<file path="src/rtl/tdc_fine_encoder.sv">
// rtl/tdc_fine_encoder.sv - fine-phase TDC encoder: bubble-corrected thermometer
// pop-count, same-sign averaging and a widened fine_done result strobe.
module tdc_fine_encoder #(
  parameter int THERM_W    = 64,
  parameter int AVG_LOG2   = 2,
  parameter int STROBE_CYC = 4
) (
  input  logic               clk,
  input  logic               fine_done_with_reset,
  input  logic               enable,
  input  logic               sample_valid,
  input  logic [THERM_W-1:0] therm,
  input  logic               lead_lag,
  output logic [10:0]        tdc_output_finite,
  output logic               early,
  output logic               fine_done,
  output logic               busy,
  output logic               dropped
);

  localparam int CNT_W = $clog2(THERM_W + 1);
  localparam int N_TGT = 1 << AVG_LOG2;
  localparam int SC_W  = (STROBE_CYC > 2) ? $clog2(STROBE_CYC) : 1;

  typedef enum logic [2:0] {IDLE, ENC, ACC, OUT, STROBE} state_t;

  state_t             state, state_nxt;
  logic [THERM_W-1:0] therm_q;
  logic               sign_q;
  logic [CNT_W-1:0]   cnt_q, pop;
  logic [THERM_W+1:0] ext;
  logic [9:0]         acc_q, acc_nxt;
  logic [3:0]         n_q, n_nxt, n_inc;
  logic               win_sign, win_nxt;
  logic [SC_W-1:0]    scnt;
  logic               accept, drop, mismatch;

  assign n_inc    = n_q + 4'd1;
  assign mismatch = (n_q != 4'd0) && (sign_q != win_sign);

  // Majority vote over neighbours, edges padded as "passed" below bit 0 and "not passed" above the top tap.
  always_comb begin
    ext = {1'b0, therm_q, 1'b1};
    pop = '0;
    for (int i = 0; i < THERM_W; i++) begin
      pop = pop + CNT_W'((ext[i] & ext[i+1]) | (ext[i] & ext[i+2]) | (ext[i+1] & ext[i+2]));
    end
  end

  always_ff @(posedge clk or posedge fine_done_with_reset) begin
    if (fine_done_with_reset) state <= IDLE;
    else                      state <= state_nxt;
  end

  always_comb begin
    state_nxt = state;
    case (state)
      IDLE:    if (sample_valid && enable) state_nxt = ENC;
      ENC:     state_nxt = ACC;
      ACC: begin
        if (!enable)                          state_nxt = IDLE;
        else if (mismatch)                    state_nxt = (N_TGT == 1) ? OUT : IDLE;
        else if (n_inc == 4'(N_TGT))          state_nxt = OUT;
        else                                  state_nxt = IDLE;
      end
      OUT:     state_nxt = STROBE;
      STROBE:  if (scnt == SC_W'(STROBE_CYC - 1)) state_nxt = IDLE;
      default: state_nxt = IDLE;
    endcase
  end

  always_comb begin
    accept  = (state == IDLE) && sample_valid && enable;
    drop    = sample_valid && !accept;
    acc_nxt = acc_q;
    n_nxt   = n_q;
    win_nxt = win_sign;
    case (state)
      IDLE: begin
        if (!enable) begin
          acc_nxt = '0;
          n_nxt   = '0;
        end
      end
      ACC: begin
        if (!enable) begin
          acc_nxt = '0;
          n_nxt   = '0;
        end else if (n_q == 4'd0 || mismatch) begin
          acc_nxt = 10'(cnt_q);
          n_nxt   = 4'd1;
          win_nxt = sign_q;
        end else begin
          acc_nxt = acc_q + 10'(cnt_q);
          n_nxt   = n_inc;
        end
      end
      OUT: begin
        acc_nxt = '0;
        n_nxt   = '0;
      end
      default: ;
    endcase
  end

  always_ff @(posedge clk or posedge fine_done_with_reset) begin
    if (fine_done_with_reset) begin
      therm_q           <= '0;
      sign_q            <= 1'b0;
      cnt_q             <= '0;
      acc_q             <= '0;
      n_q               <= '0;
      win_sign          <= 1'b0;
      scnt              <= '0;
      tdc_output_finite <= '0;
      early             <= 1'b0;
      fine_done         <= 1'b0;
      busy              <= 1'b0;
      dropped           <= 1'b0;
    end else begin
      if (accept) begin
        therm_q <= therm;
        sign_q  <= lead_lag;
      end
      if (state == ENC) cnt_q <= pop;
      acc_q    <= acc_nxt;
      n_q      <= n_nxt;
      win_sign <= win_nxt;
      if (state == OUT) begin
        tdc_output_finite <= 11'({acc_q >> AVG_LOG2, 4'b0000});
        early             <= win_sign;
      end
      scnt      <= (state == STROBE) ? scnt + SC_W'(1) : '0;
      // Registered one cycle behind the state so data leads the strobe by a cycle.
      fine_done <= (state == STROBE);
      busy      <= (state == STROBE) || (state_nxt == STROBE);
      if (drop) dropped <= 1'b1;
    end
  end

endmodule

</file>
<file path="config.mk">
export PLATFORM = sky130hd
export DESIGN_NAME = tdc_fine_encoder
export DESIGN_NICKNAME = d
export VERILOG_FILES = /design/src/rtl/tdc_fine_encoder.sv
export SDC_FILE = /design/constraint.sdc
export NUM_CORES = 1
export LEC_CHECK = 0
export ABC_AREA = 1
export BUFFER_PORTS_ARGS = -buffer_cell sky130_fd_sc_hd__clkbuf_2
export CORE_AREA = 2 2 94 132
export DETAILED_ROUTE_END_ITERATION = 10
export DIE_AREA = 0 0 96 134
export PLACE_DENSITY = 0.79
export SLEW_MARGIN = 10
export SYNTH_ARGS = -nofsm -noshare
export SYNTH_HDL_FRONTEND = slang
export SYNTH_SLANG_ARGS = --single-unit
export TNS_END_PERCENT = 30
</file>
<file path="constraint.sdc">
create_clock -name clk -period 8.7 [get_ports clk]
set_input_delay 1.74 -clock clk [delete_from_list [all_inputs] [get_ports clk]]
set_output_delay 1.74 -clock clk [all_outputs]
set_load 0.005 [all_outputs]
</file>
==> results.yml <==
status:
  status: "finished, final reports clean"
place:
  portBuffers: 79
  hpwlAfterDp_mm: 10.77
  place_ws_ns: 2.418
  gp_congestion: 0.8194
  postPlaceCellArea_um2: 7176
cts:
  cts_sinks: 102
  worstSkewPairLatency_ns: 0.35
  cts.repair_timing.setup_buffer_count: 0
  clockBufferDepth: 2
  root_buffer: "clkbuf_16"
  clk_pin_slew_ns: 0.07
  cts_buffers: 9
  cts_resized: 0
  cts_tree: "done"
  postCtsHoldBufs: 0
  h-tree-depth: 3
floorplan:
  rows: 47
  die_h_um: 134
  die_area_um2: 12860
  initial_core_util: 0.5752
  io-pin-count: 84
  die_w_um: 96
  core_um2: 11700
worst_setup_path:
  cp_max_fo: 5
  timing.rr.start: "therm_q[4]$_DFFE_PP0P_"
  critPathMaxStageDelay_ns: 0.58
  crit_top_cell: "fa_1"
  ff2ff_path_depth: 18
  crit_required_ns: 8.93
  r2r_setup_slack_ns: 2.41
  crit_type: "reg2reg"
  end_kind: "flip-flop"
  crit_chain: "maj3_1, fa_1, fa_1, fa_1, fa_1, fa_1, fa_1, fa_1, inv_1, fa_1, inv_1, ha_1, inv_1, fa_1, o21ai_0, a21oi_1, o21ai_0, nand2_1"
  cp.arrival_ns: 6.52
  cp_slowest_cell: "fa_1"
  critPathLaunchType: "flip-flop"
  cp_top_family: "adder cells"
  worst-path-buf-inv: 3
  r2r_end: "cnt_q[4]$_DFFE_PP0P_"
logic_synthesis:
  synth.distinct_cells: 31
  synth_area_um2: 6731
  synth_warnings: 0
  synth_top_area_share: 0.3792
  synth_edf_count: 0
  synth_top_cell_by_area: "dfrtp_1"
  ys_seq_area_frac: 0.3792
  synthFlopType: "dfrtp_1"
  ys_seq_elements: 102
  avgSynthCellArea_um2: 8.404
  postSynthCellCount: 801
  ys_top_cells_by_area: "dfrtp_1 38%, fa_1 16%, nand2_1 14%"
  async_reset_ff_frac: 1.000
timing:
  finalSetupViolations: 0
  whs_ns: 0.4292
  setup_tns_ns: 0
  grt_setup_unrepaired: "false"
  worst_slack_ns: 2.408
  maxSlewViolCount: 0
  max_freq_mhz: 158.9
  slew_headroom: 0.2868
  fin_skew_ns: 0.007065
  fin_crit_sh: 0.7232
  tightest_slew_ns: 1.069
  min_period_ns: 6.292
  final_hold_viol_count: 0
drt:
  routedWlPerCell_um: 13.36
  drt_pass1_iterations: 4
  routed_via_density: 5.084
  dr_total_vias: 5226
  drtAntennaViolNets: 0
  drt_iter0_drc: 206
  drc_errors: 0
  routed_wl_mm: 13.73
hold_path:
  hold_depth: 1
  min_path_type: "reg2reg"
  min-delay-start: "scnt[0]$_DFF_PP0_"
  min_to: "scnt[0]$_DFF_PP0_"
grt:
  grt_pass1_wl_mm: 23.20
  grt_pass1_vias: 5202
  grt_usage: 0.2350
  grt_max_degree: 103
  antenna_found_initial: 0
  overflow: 0
final_layout:
  final_layout_size_suffix_gt1_frac: 0.1226
  nFillCells: 1011
  nets: 1025
  layout_commonest_cell: "nand2_1"
  regArea_um2: 2552
  design_area_um2: 7515
  layout_common_cells: "244 x nand2_1, 139 x inv_1, 102 x dfrtp_1"
  syn_to_final_growth_pct: 11.64
  multi_input_area_um2: 3497
  n_antenna_cell: 0
job:
  drv_cap: 0
-- synth_stat cells (4+ instances only) --
cell type / instances
ha_1: 25
inv_1: 140
o21bai_1: 9
nor2_1: 39
fa_1: 55
buf_6: 8
nand2_1: 244
xor2_1: 4
o21ai_1: 14
buf_4: 7
o21ai_0: 61
maj3_1: 5
nand3_1: 22
dfrtp_1: 102
a21oi_1: 38
-- cell families (layout without fill, tap and decap cells) --
family,after synthesis,count (layout),synth area share
xor gates and xnor gates,7,7,0.009108
muxes,3,3,0.005018
buffers and inverters,161,238,0.1030
AOI/OAI and AO/OA,124,124,0.09628
other,1,4,0.0005571
and+or+nand+nor,318,318,0.1894
DFF,102,102,0.3792
adders and majority gates,85,85,0.2175
-- layout make-up --
type / count / area share
clock inverter: 6 / 0.01465
inverter: 141 / 0.07076
sequential: 102 / 0.3397
timing repair buffer: 81 / 0.05461
clock buffer: 10 / 0.03047
tap: 147 / 0.02448
multi-input combinational: 541 / 0.4654
-- how the worst max path moves through the flow --
stage,start,to,slack [ns],cells past startpoint
after floorplan,therm_q[4]$_DFFE_PP0P_,cnt_q[4]$_DFFE_PP0P_,2.67,18
after detailed placement,therm_q[4]$_DFFE_PP0P_,cnt_q[4]$_DFFE_PP0P_,2.42,18
after global routing,therm_q[17]$_DFFE_PP0P_,cnt_q[4]$_DFFE_PP0P_,2.09,21
final,therm_q[4]$_DFFE_PP0P_,cnt_q[4]$_DFFE_PP0P_,2.41,18
after global placement,therm_q[4]$_DFFE_PP0P_,cnt_q[4]$_DFFE_PP0P_,2.51,18
after CTS,therm_q[4]$_DFFE_PP0P_,cnt_q[4]$_DFFE_PP0P_,2.39,18
-- worst register-to-register path: stages (launching register included) --
cell and delay (ns):
dfrtp_1 0.42, maj3_1 0.40, fa_1 0.58, fa_1 0.46, fa_1 0.53, fa_1 0.52
fa_1 0.51, fa_1 0.51, fa_1 0.54, inv_1 0.05, fa_1 0.47, inv_1 0.07
ha_1 0.17, inv_1 0.07, fa_1 0.41, o21ai_0 0.23, a21oi_1 0.08, o21ai_0 0.08
nand2_1 0.07
-- per-stage QoR --
step,instances,util
6_report,1028,0.6421
5_1_grt,1028,0.6421
4_1_cts,1028,0.6421
3_5_place_dp,1012,0.6132
3_3_place_gp,1012,0.6132
2_1_floorplan,804,-
-- per-layer routing --
metal | global-route usage | wire (um) | vias to the layer above
li1 | - | - | 2603
met1 | 0.2569 | 5260 | 2509
met2 | 0.4367 | 7679 | 94
met3 | 0.04551 | 463 | 20
met4 | 0.08730 | 328 | 0
met5 | 0 | 0 | -
-- state kept, by name, indices dropped and copies added, names as in the netlist --
register and cells:
acc_q 9, busy 1, cnt_q 7, dropped 1
early 1, fine_done 1, n_q 4, scnt 2
sign_q 1, state 3, tdc_output_finite 7, therm_q 64
win_sign 1
Power is not shown: default switching activity piles up to over one toggle a cycle in this logic, so the estimate is an artifact.
